[src/rtl/lcd_char_driver.sv]
// HD44780 16x2 write-only controller: power-on init, then continuous two-line refresh.
// Optional inter-frame idle gap enabled by defining LCD_REFRESH_GAP_EN.
module lcd_char_driver #(
  parameter int unsigned POWERON_WAIT = 750000,
  parameter int unsigned SETUP_CYC    = 4,
  parameter int unsigned E_PULSE      = 12,
  parameter int unsigned CMD_WAIT     = 2500,
  parameter int unsigned CLEAR_WAIT   = 90000,
  parameter int unsigned REFRESH_GAP  = 500000
) (
  input  logic       clk,
  input  logic       rst,
  input  logic [7:0] char_in,
  output logic [4:0] index,
  output logic       lcd_e,
  output logic       lcd_rs,
  output logic       lcd_rw,
  output logic [7:0] lcd_data,
  output logic       init_done,
  output logic       frame_done
);

  localparam int unsigned MaxA    = (POWERON_WAIT > CLEAR_WAIT) ? POWERON_WAIT : CLEAR_WAIT;
  localparam int unsigned MaxB    = (REFRESH_GAP > CMD_WAIT) ? REFRESH_GAP : CMD_WAIT;
  localparam int unsigned MaxC    = (SETUP_CYC > E_PULSE) ? SETUP_CYC : E_PULSE;
  localparam int unsigned MaxAB   = (MaxA > MaxB) ? MaxA : MaxB;
  localparam int unsigned MaxWait = (MaxAB > MaxC) ? MaxAB : MaxC;
  localparam int unsigned CntW    = $clog2(MaxWait + 1);

  localparam logic [CntW-1:0] PwrLast   = CntW'(POWERON_WAIT - 1);
  localparam logic [CntW-1:0] SetupLast = CntW'(SETUP_CYC - 1);
  localparam logic [CntW-1:0] EhighLast = CntW'(E_PULSE - 1);
  localparam logic [CntW-1:0] CmdLast   = CntW'(CMD_WAIT - 1);
  localparam logic [CntW-1:0] ClearLast = CntW'(CLEAR_WAIT - 1);
`ifdef LCD_REFRESH_GAP_EN
  localparam logic [CntW-1:0] GapLast   = CntW'(REFRESH_GAP - 1);
`endif

  typedef enum logic [2:0] {
    S_PWR,
    S_SETUP,
    S_EHIGH,
    S_WAIT,
    S_FETCH
`ifdef LCD_REFRESH_GAP_EN
    , S_GAP
`endif
  } state_t;

  state_t            r_state;
  logic [CntW-1:0]   r_cnt;
  logic [2:0]        r_init_step;
  logic [2:0]        w_next_step;
  logic [CntW-1:0]   w_wait_last;

  function automatic logic [7:0] init_cmd(input logic [2:0] step);
    unique case (step)
      3'd0, 3'd1: init_cmd = 8'h38;
      3'd2:       init_cmd = 8'h0C;
      3'd3:       init_cmd = 8'h06;
      default:    init_cmd = 8'h01;
    endcase
  endfunction

  assign lcd_rw      = 1'b0;
  assign w_next_step = r_init_step + 3'd1;

  // The clear-display command needs the long settle time.
  always_comb begin
    w_wait_last = CmdLast;
    if (!lcd_rs && lcd_data == 8'h01) w_wait_last = ClearLast;
  end

  always_ff @(posedge clk or negedge rst) begin
    if (!rst) begin
      r_state     <= S_PWR;
      r_cnt       <= '0;
      r_init_step <= 3'd0;
      index       <= 5'd0;
      lcd_e       <= 1'b0;
      lcd_rs      <= 1'b0;
      lcd_data    <= 8'h00;
      init_done   <= 1'b0;
      frame_done  <= 1'b0;
    end else begin
      frame_done <= 1'b0;
      unique case (r_state)
        S_PWR: begin
          if (r_cnt == PwrLast) begin
            r_cnt    <= '0;
            lcd_rs   <= 1'b0;
            lcd_data <= init_cmd(3'd0);
            r_state  <= S_SETUP;
          end else begin
            r_cnt <= r_cnt + CntW'(1);
          end
        end
        S_SETUP: begin
          if (r_cnt == SetupLast) begin
            r_cnt   <= '0;
            lcd_e   <= 1'b1;
            r_state <= S_EHIGH;
          end else begin
            r_cnt <= r_cnt + CntW'(1);
          end
        end
        S_EHIGH: begin
          if (r_cnt == EhighLast) begin
            r_cnt   <= '0;
            lcd_e   <= 1'b0;
            r_state <= S_WAIT;
          end else begin
            r_cnt <= r_cnt + CntW'(1);
          end
        end
        S_WAIT: begin
          if (r_cnt == w_wait_last) begin
            r_cnt <= '0;
            if (!init_done) begin
              if (r_init_step == 3'd4) begin
                init_done <= 1'b1;
                lcd_data  <= 8'h80;
              end else begin
                r_init_step <= w_next_step;
                lcd_data    <= init_cmd(w_next_step);
              end
              r_state <= S_SETUP;
            end else if (!lcd_rs) begin
              r_state <= S_FETCH;
            end else if (index == 5'd31) begin
              index      <= 5'd0;
              frame_done <= 1'b1;
`ifdef LCD_REFRESH_GAP_EN
              r_state    <= S_GAP;
`else
              lcd_rs     <= 1'b0;
              lcd_data   <= 8'h80;
              r_state    <= S_SETUP;
`endif
            end else if (index[3:0] == 4'hF) begin
              index    <= index + 5'd1;
              lcd_rs   <= 1'b0;
              lcd_data <= 8'hC0;
              r_state  <= S_SETUP;
            end else begin
              index   <= index + 5'd1;
              r_state <= S_FETCH;
            end
          end else begin
            r_cnt <= r_cnt + CntW'(1);
          end
        end
        S_FETCH: begin
          // Source is registered: char_in reflects index only on the second cycle.
          if (r_cnt == CntW'(1)) begin
            r_cnt    <= '0;
            lcd_rs   <= 1'b1;
            lcd_data <= char_in;
            r_state  <= S_SETUP;
          end else begin
            r_cnt <= r_cnt + CntW'(1);
          end
        end
`ifdef LCD_REFRESH_GAP_EN
        S_GAP: begin
          if (r_cnt == GapLast) begin
            r_cnt    <= '0;
            lcd_rs   <= 1'b0;
            lcd_data <= 8'h80;
            r_state  <= S_SETUP;
          end else begin
            r_cnt <= r_cnt + CntW'(1);
          end
        end
`endif
        default: begin
          r_cnt   <= '0;
          r_state <= S_PWR;
        end
      endcase
    end
  end

endmodule
[config.mk]
export PLATFORM = sky130hd
export DESIGN_NAME = lcd_char_driver
export DESIGN_NICKNAME = d
export VERILOG_FILES = /design/src/rtl/lcd_char_driver.sv
export SDC_FILE = /design/constraint.sdc
export NUM_CORES = 1
export LEC_CHECK = 0
export CORE_UTILIZATION = 55
export CTS_CLUSTER_SIZE = 28
export DETAILED_ROUTE_END_ITERATION = 10
export DONT_BUFFER_PORTS = 1
export GPL_ROUTABILITY_DRIVEN = 0
export PLACE_DENSITY = 0.67
export REMOVE_ABC_BUFFERS = 1
export SLEW_MARGIN = 20
export SYNTH_ARGS = -nofsm -noshare
export SYNTH_HDL_FRONTEND = slang
export SYNTH_SLANG_ARGS = --single-unit
[constraint.sdc]
create_clock -name clk -period 3.6 [get_ports clk]
set_input_delay 0.36 -clock clk [delete_from_list [all_inputs] [get_ports clk]]
set_output_delay 0.36 -clock clk [all_outputs]
set_load 0.03 [all_outputs]
---- After elaboration in Yosys (flattened, before gate mapping) ----
Cells that the tools add are included.
word-level totals
  register bits ........................... 43
  logic and storage cells ................. 98
  input bits .............................. 10
cells by class
  reductions and logical operators ........ 14
  equal/unequal tests ..................... 24
  muxes and demuxes ....................... 46
  add/subtract/negate cells ............... 3
  bitwise operators ....................... 2
operators by type and width
  cell                                                               count
  20-bit 2-to-1 mux                                                  5
  20-bit one-hot mux with 5 select lines                             1
  8-bit 2-to-1 mux                                                   8
  3-bit 2-to-1 mux                                                   9
  8-bit one-hot mux with 3 select lines                              1
  20-bit by 1-bit adder with 20-bit output (second input constant)   1
  20-bit by 1-bit == test with 1-bit output (second input constant)  1
  20-bit by 17-bit == test with 1-bit output                         1
  20-bit by 2-bit == test with 1-bit output (second input constant)  1
  20-bit == test (second input constant)                             1
  20-bit by 4-bit == test with 1-bit output (second input constant)  1
  6-bit one-hot mux with 3 select lines                              1
  17-bit 2-to-1 mux                                                  1
  1-bit 2-to-1 mux                                                   16
  3-bit one-hot mux with 5 select lines                              1
  3-bit by 2-bit == test with 1-bit output (second input constant)   4
  2-bit inequality test (second input constant)                      6
  5-bit AND reduction                                                2
  8-bit by 1-bit == test with 1-bit output (second input constant)   1
  4-bit AND reduction                                                2
  3-bit by 1-bit == test with 1-bit output (second input constant)   2
  3-bit == test (second input constant)                              2
  3-bit zero test                                                    2
  6-bit AND reduction                                                1
  other kinds (17)                                                   18

---- Logic depth before layout (Yosys ltp) ----
  word-level depth ........................ 8
  mapped depth ............................ 9
  depth with buffers taken out ............ 7

---- Least setup slack after synthesis ----
OpenSTA, ideal clock, no wires.
  path kind ............................... reg-to-reg
  start point ............................. register lcd_data[3]
  end point ............................... register lcd_data[0]
  data required time ...................... 3.475 ns
  period minus slack after synthesis ...... 2.695 ns
  setup slack ............................. 0.905 ns
  library setup time ...................... 0.125 ns
  path buffers ............................ 1
  arrival time ............................ 2.570 ns
  stages on the path, launching flop included .. 8
  cells stage by stage .................... dfrtp_1 nor4_1 nand4_1 mux2_2 or4_4 buf_6 o31ai_4 mux2_2
between the ends
  longest elaborated chain between the ends .. 6
RTL lines
  item                                        RTL line  RTL
  from (decl)                                 18        output logic [7:0] lcd_data,
  from (signal assigned)                      92        lcd_data <= init_cmd(3'd0);
  from (signal assigned)                      125       lcd_data <= init_cmd(w_next_step);
  from (signal assigned)                      158       lcd_data <= char_in;
  8-bit by 1-bit == test with 1-bit output    71        if (!lcd_rs && lcd_data == 8'h01) w_wait_last = ClearLast;
  1-bit logical AND                           71
  17-bit 2-to-1 mux                           71
  20-bit by 17-bit == test with 1-bit output  117       if (r_cnt == w_wait_last) begin
  2-bit inequality test (no source line)      --
  6-bit AND reduction (no source line)        --
No other way between the ends.
A chain may end at the register's enable or synchronous reset.

---- Worst setup path in the final report ----
  start point ............................. register r_cnt[16]
  end point ............................... register lcd_data[7]
between the ends
  longest elaborated chain between the ends .. 3
RTL lines
  item                                                                     RTL line  RTL
  from (decl)                                                              51        logic [CntW-1:0] r_cnt;
  from (signal assigned)                                                   95        r_cnt <= r_cnt + CntW'(1);
  from (signal assigned)                                                   104       r_cnt <= r_cnt + CntW'(1);
  from (signal assigned)                                                   113       r_cnt <= r_cnt + CntW'(1);
  20-bit by 1-bit == test with 1-bit output, or another cell as far along  155       if (r_cnt == CntW'(1)) begin
  2-bit inequality test (no source line)                                   --
  6-bit AND reduction (no source line) *                                   --
Mark *: on every way between the ends. The rest lies on a longest branch, timed or not.

==> flow_results.xml <==
<?xml version="1.0" encoding="UTF-8"?>
<metrics>
  <group name="critical_path">
    <metric name="timing.critical_path.arrival" unit="ps">3200</metric>
    <metric name="crit_path_start" unit="">r_cnt[16]</metric>
    <metric name="regToRegStartpoint" unit="">r_cnt[16]</metric>
    <metric name="r2r_setup_slack" unit="ps">580</metric>
    <metric name="setup.worst_path.end_class" unit="">flop</metric>
    <metric name="crit_path_cell_trace" unit="">nor4_1 &gt; nand2_1 &gt; mux2_2 &gt; or4_4 &gt; o31ai_4 &gt; mux2_2</metric>
    <metric name="r2r_cells" unit="">6</metric>
    <metric name="cp_slowest_stage_delay" unit="ps">580</metric>
    <metric name="critical_path_required" unit="ps">3780</metric>
    <metric name="critPathKind" unit="">reg2reg</metric>
    <metric name="regToRegEndpoint" unit="">lcd_data[7]</metric>
    <metric name="cpMaxStageDelayCell" unit="">or4_4</metric>
    <metric name="startpoint_type" unit="">flop</metric>
    <metric name="most_repeated_library_cell_on_the_critical_path" unit="">mux2_2</metric>
    <metric name="crit_path_max_fo" unit="">9</metric>
  </group>
  <group name="synth">
    <metric name="syn-instance-count" unit="">263</metric>
    <metric name="synthTopCellsByCount" unit="">43 x dfrtp_1, 34 x nor2_1, 21 x nand2_1</metric>
    <metric name="async_reset_ff_share" unit="%">100</metric>
    <metric name="ys_seq_elements" unit="">43</metric>
    <metric name="yosysMostFrequentCell" unit="">dfrtp_1</metric>
    <metric name="dominantRegCellSynth" unit="">dfrtp_1</metric>
    <metric name="syn-mean-instance-area" unit="um^2">9.33</metric>
    <metric name="yosysSeqAreaShare" unit="%">43.8</metric>
    <metric name="cell_area_synth" unit="um^2">2450</metric>
    <metric name="ys_warn_count" unit="">0</metric>
    <metric name="synth.lib_cells_used.distinct" unit="">48</metric>
    <metric name="synth_area_leader_cell" unit="">dfrtp_1</metric>
    <metric name="synth_top_area_share" unit="%">43.8</metric>
    <metric name="number_of_flops_mapped_to_enable_cells_by_yosys" unit="">0</metric>
    <metric name="post_synth_main_area_contributors" unit="">dfrtp_1 44%, nor2_1 5.2%, ha_1 4.6%, mux2_2 4.1%, xor2_1 3.9%</metric>
  </group>
  <group name="cells_and_area">
    <metric name="filler_cell_count" unit="">351</metric>
    <metric name="drive_above_1_share" unit="%">9.96</metric>
    <metric name="antennaDiodeCount" unit="">0</metric>
    <metric name="layout.nets" unit="">279</metric>
    <metric name="post-route-cell-area" unit="um^2">2590</metric>
    <metric name="synthToLayoutAreaGrowth" unit="%">5.71</metric>
  </group>
  <group name="route">
    <metric name="route.antenna.remaining_nets" unit="">0</metric>
    <metric name="drt-pass1-iter-count" unit="">4</metric>
    <metric name="detail_route.vias_per_cell" unit="">5.98</metric>
    <metric name="dr_total_vias" unit="">1859</metric>
    <metric name="routed_wl" unit="um">4940</metric>
    <metric name="post_drt_wl_per_cell" unit="um">15.9</metric>
    <metric name="drc" unit="">0</metric>
    <metric name="initialDrtViolationCount" unit="">116</metric>
  </group>
  <group name="place">
    <metric name="count_of_input_and_output_buffers" unit="">0</metric>
    <metric name="dpl_cell_area" unit="um^2">2460</metric>
    <metric name="dp_hpwl" unit="um">3500</metric>
  </group>
  <group name="timing">
    <metric name="fmax" unit="MHz">331</metric>
    <metric name="final_max_slew_viol_count" unit="">0</metric>
    <metric name="final_period_minus_worst_setup_slack" unit="ps">3020</metric>
    <metric name="setup_total_negative_slack" unit="ps">0</metric>
    <metric name="unrepaired_setup_endpoints_after_global_routing" unit="">false</metric>
    <metric name="setup_violations" unit="">0</metric>
    <metric name="hold_viol" unit="">0</metric>
    <metric name="relSlewSlack" unit="%">60.8</metric>
    <metric name="period_share" unit="%">83.9</metric>
    <metric name="worst_clock_skew" unit="ps">5.05</metric>
    <metric name="max_slew.worst_pin.slew" unit="ps">583</metric>
  </group>
  <group name="pwr">
    <metric name="total_leakage_power" unit="nW">1.11</metric>
    <metric name="proportion_of_power_drawn_by_combinational_gates" unit="%">1.7</metric>
    <metric name="power.share.sequential" unit="%">58.1</metric>
    <metric name="power.switching" unit="mW">0.170</metric>
    <metric name="switching_share" unit="%">20.5</metric>
    <metric name="total_power_per_unit_cell_area" unit="nW/um^2">320</metric>
    <metric name="cell_internal_pwr" unit="mW">0.661</metric>
    <metric name="power.clock.fraction" unit="%">40.2</metric>
    <metric name="worst_ir_drop_on_vdd" unit="V">0.000146</metric>
  </group>
  <group name="die">
    <metric name="initial_utilization" unit="%">59.2</metric>
    <metric name="chipHeight" unit="um">68.8</metric>
    <metric name="num_rows" unit="">23</metric>
    <metric name="pin_count" unit="">28</metric>
    <metric name="dieArea" unit="um^2">4730</metric>
    <metric name="die-width" unit="um">68.8</metric>
    <metric name="coreArea" unit="um^2">4140</metric>
  </group>
  <group name="clock_network">
    <metric name="tritoncts" unit="">built</metric>
    <metric name="post_cts_resized" unit="">0</metric>
    <metric name="cts_buffers" unit="">5</metric>
    <metric name="clk_root_buffer_cell" unit="">clkbuf_8</metric>
    <metric name="clkSinkCount" unit="">43</metric>
    <metric name="worst_skew_pair.late_latency" unit="ps">300</metric>
    <metric name="cts_max_path_bufs" unit="">2</metric>
    <metric name="h-tree-depth" unit="">2</metric>
    <metric name="clkTransAtPathRegs" unit="ps">80</metric>
  </group>
  <group name="global_routing">
    <metric name="grt.overflow.total" unit="">0</metric>
    <metric name="grt_first_pass_wirelength" unit="um">8180</metric>
    <metric name="grt_antenna_before_repair" unit="">0</metric>
    <metric name="grt_start_max_net_pins" unit="">44</metric>
    <metric name="global_route.usage.total" unit="%">23.8</metric>
    <metric name="first_global_vias" unit="">1688</metric>
  </group>
  <group name="min_path">
    <metric name="worst_hold_path_type" unit="">in2reg</metric>
    <metric name="hold_depth" unit="">2</metric>
    <metric name="hold_start" unit="">char_in[5]</metric>
    <metric name="worstHoldEndpoint" unit="">lcd_data[5]</metric>
  </group>
  <group name="job">
    <metric name="maxCapViolCount" unit="">0</metric>
  </group>
  <group name="run_status">
    <metric name="run_status" unit="">completed</metric>
  </group>
</metrics>
-- power by group through the flow --
stage	sequential, mW	combinational (mW)	clock [mW]
CTS	0.482	0.0149	0.345
detailed placement	0.492	0.00145	0
floorplan	0.492	0.00145	0
global route	0.482	0.0168	0.366
global placement	0.492	0.00145	0
finish	0.482	0.0142	0.334
-- metrics by stage --
stage / setup WS (ps) / hold slack (ps) / total power [mW] / utilization [%] / cells
3_5_place_dp: 618 / 65.3 / 0.494 / 59.5 / 301
3_3_place_gp: 708 / 65.2 / 0.494 / 59.5 / 301
2_1_floorplan: 948 / 64.4 / 0.494 / - / 249
4_1_cts: 600 / 265 / 0.843 / 62.6 / 311
5_1_grt: 460 / 272 / 0.865 / 62.6 / 311
6_report: 581 / 269 / 0.831 / 62.6 / 311
-- final cells by class --
| cell class | count | area [um^2] | area share, % |
|---|---|---|---|
| clock buffer | 8 | 100 | 3.86 |
| inverter | 8 | 30.0 | 1.16 |
| multi-input combinational | 198 | 1280 | 49.4 |
| sequential | 43 | 1080 | 41.5 |
| tap | 50 | 62.6 | 2.41 |
| timing repair buffer | 4 | 45.0 | 1.74 |
-- per-layer routing --
metal | GRT usage [%] | share of wire [%] | vias to the layer above
li1 | - | - | 927
met5 | 0 | 0 | -
met3 | 6.09 | 5.1 | 5
met1 | 36.2 | 51 | 877
met2 | 31.7 | 43 | 50
met4 | 9.69 | 0.99 | 0
-- sequential cells by signal, indices dropped and copies added, names as in the netlist --
signal,count
lcd_e,1
init_done,1
lcd_data,8
r_state,3
lcd_rs,1
frame_done,1
r_cnt,20
index,5
r_init_step,3
-- repair_timing --
action	in CTS	in global routing
hold buffers	2	0
hold endpoints to repair	43	0
setup buffers	0	0
-- kinds of logic (layout without fill, tap and decap cells) --
| group | count (synthesis) | count (layout) | synth area share (%) |
|---|---|---|---|
| adder cells (fa/ha/maj) | 9 | 9 | 4.59 |
| flip-flops | 43 | 43 | 43.8 |
| AO/OA/AOI/OAI | 41 | 41 | 11.9 |
| buffers and inverters | 22 | 20 | 3.98 |
| other | 1 | 1 | 0.153 |
| XOR/XNOR | 19 | 19 | 6.78 |
| AND/OR/NAND/NOR | 117 | 117 | 23.8 |
| multiplexers | 11 | 11 | 4.94 |
-- how the worst max path moves through the flow --
stage	endpoint	cells after the start
3_5_place_dp	lcd_data[7]	6
2_1_floorplan	lcd_data[0]	6
6_report	lcd_data[7]	6
3_3_place_gp	lcd_data[2]	6
5_1_grt	lcd_data[3]	6
4_1_cts	lcd_data[7]	6
-- worst max-delay path, delay by kind of cell (launching register included) --
family / cells / cell delay, ps
and+or+nand+nor: 3 / 1270
DFF: 1 / 450
muxes: 2 / 690
AOI/OAI and AO/OA: 1 / 490
-- placed cells by master, fill, tap and decap left out, types with 7 or more instances in the layout --
| cell type | netlist | routed |
|---|---|---|
| clkbuf_8 | 0 | 7 |
| xor2_1 | 11 | 11 |
| nor3_1 | 7 | 7 |
| xnor2_1 | 8 | 8 |
| nor2_1 | 34 | 34 |
| nand3_1 | 14 | 14 |
| o21ai_0 | 14 | 14 |
| a21oi_1 | 7 | 7 |
| nor4_1 | 7 | 7 |
| nand2_1 | 21 | 21 |
| inv_1 | 8 | 8 |
| and3_1 | 7 | 7 |
| mux2_2 | 9 | 9 |
| ha_1 | 9 | 9 |
| nand4_1 | 7 | 7 |
| dfrtp_1 | 43 | 43 |
No activity file was read; power rests on OpenSTA's default activity.
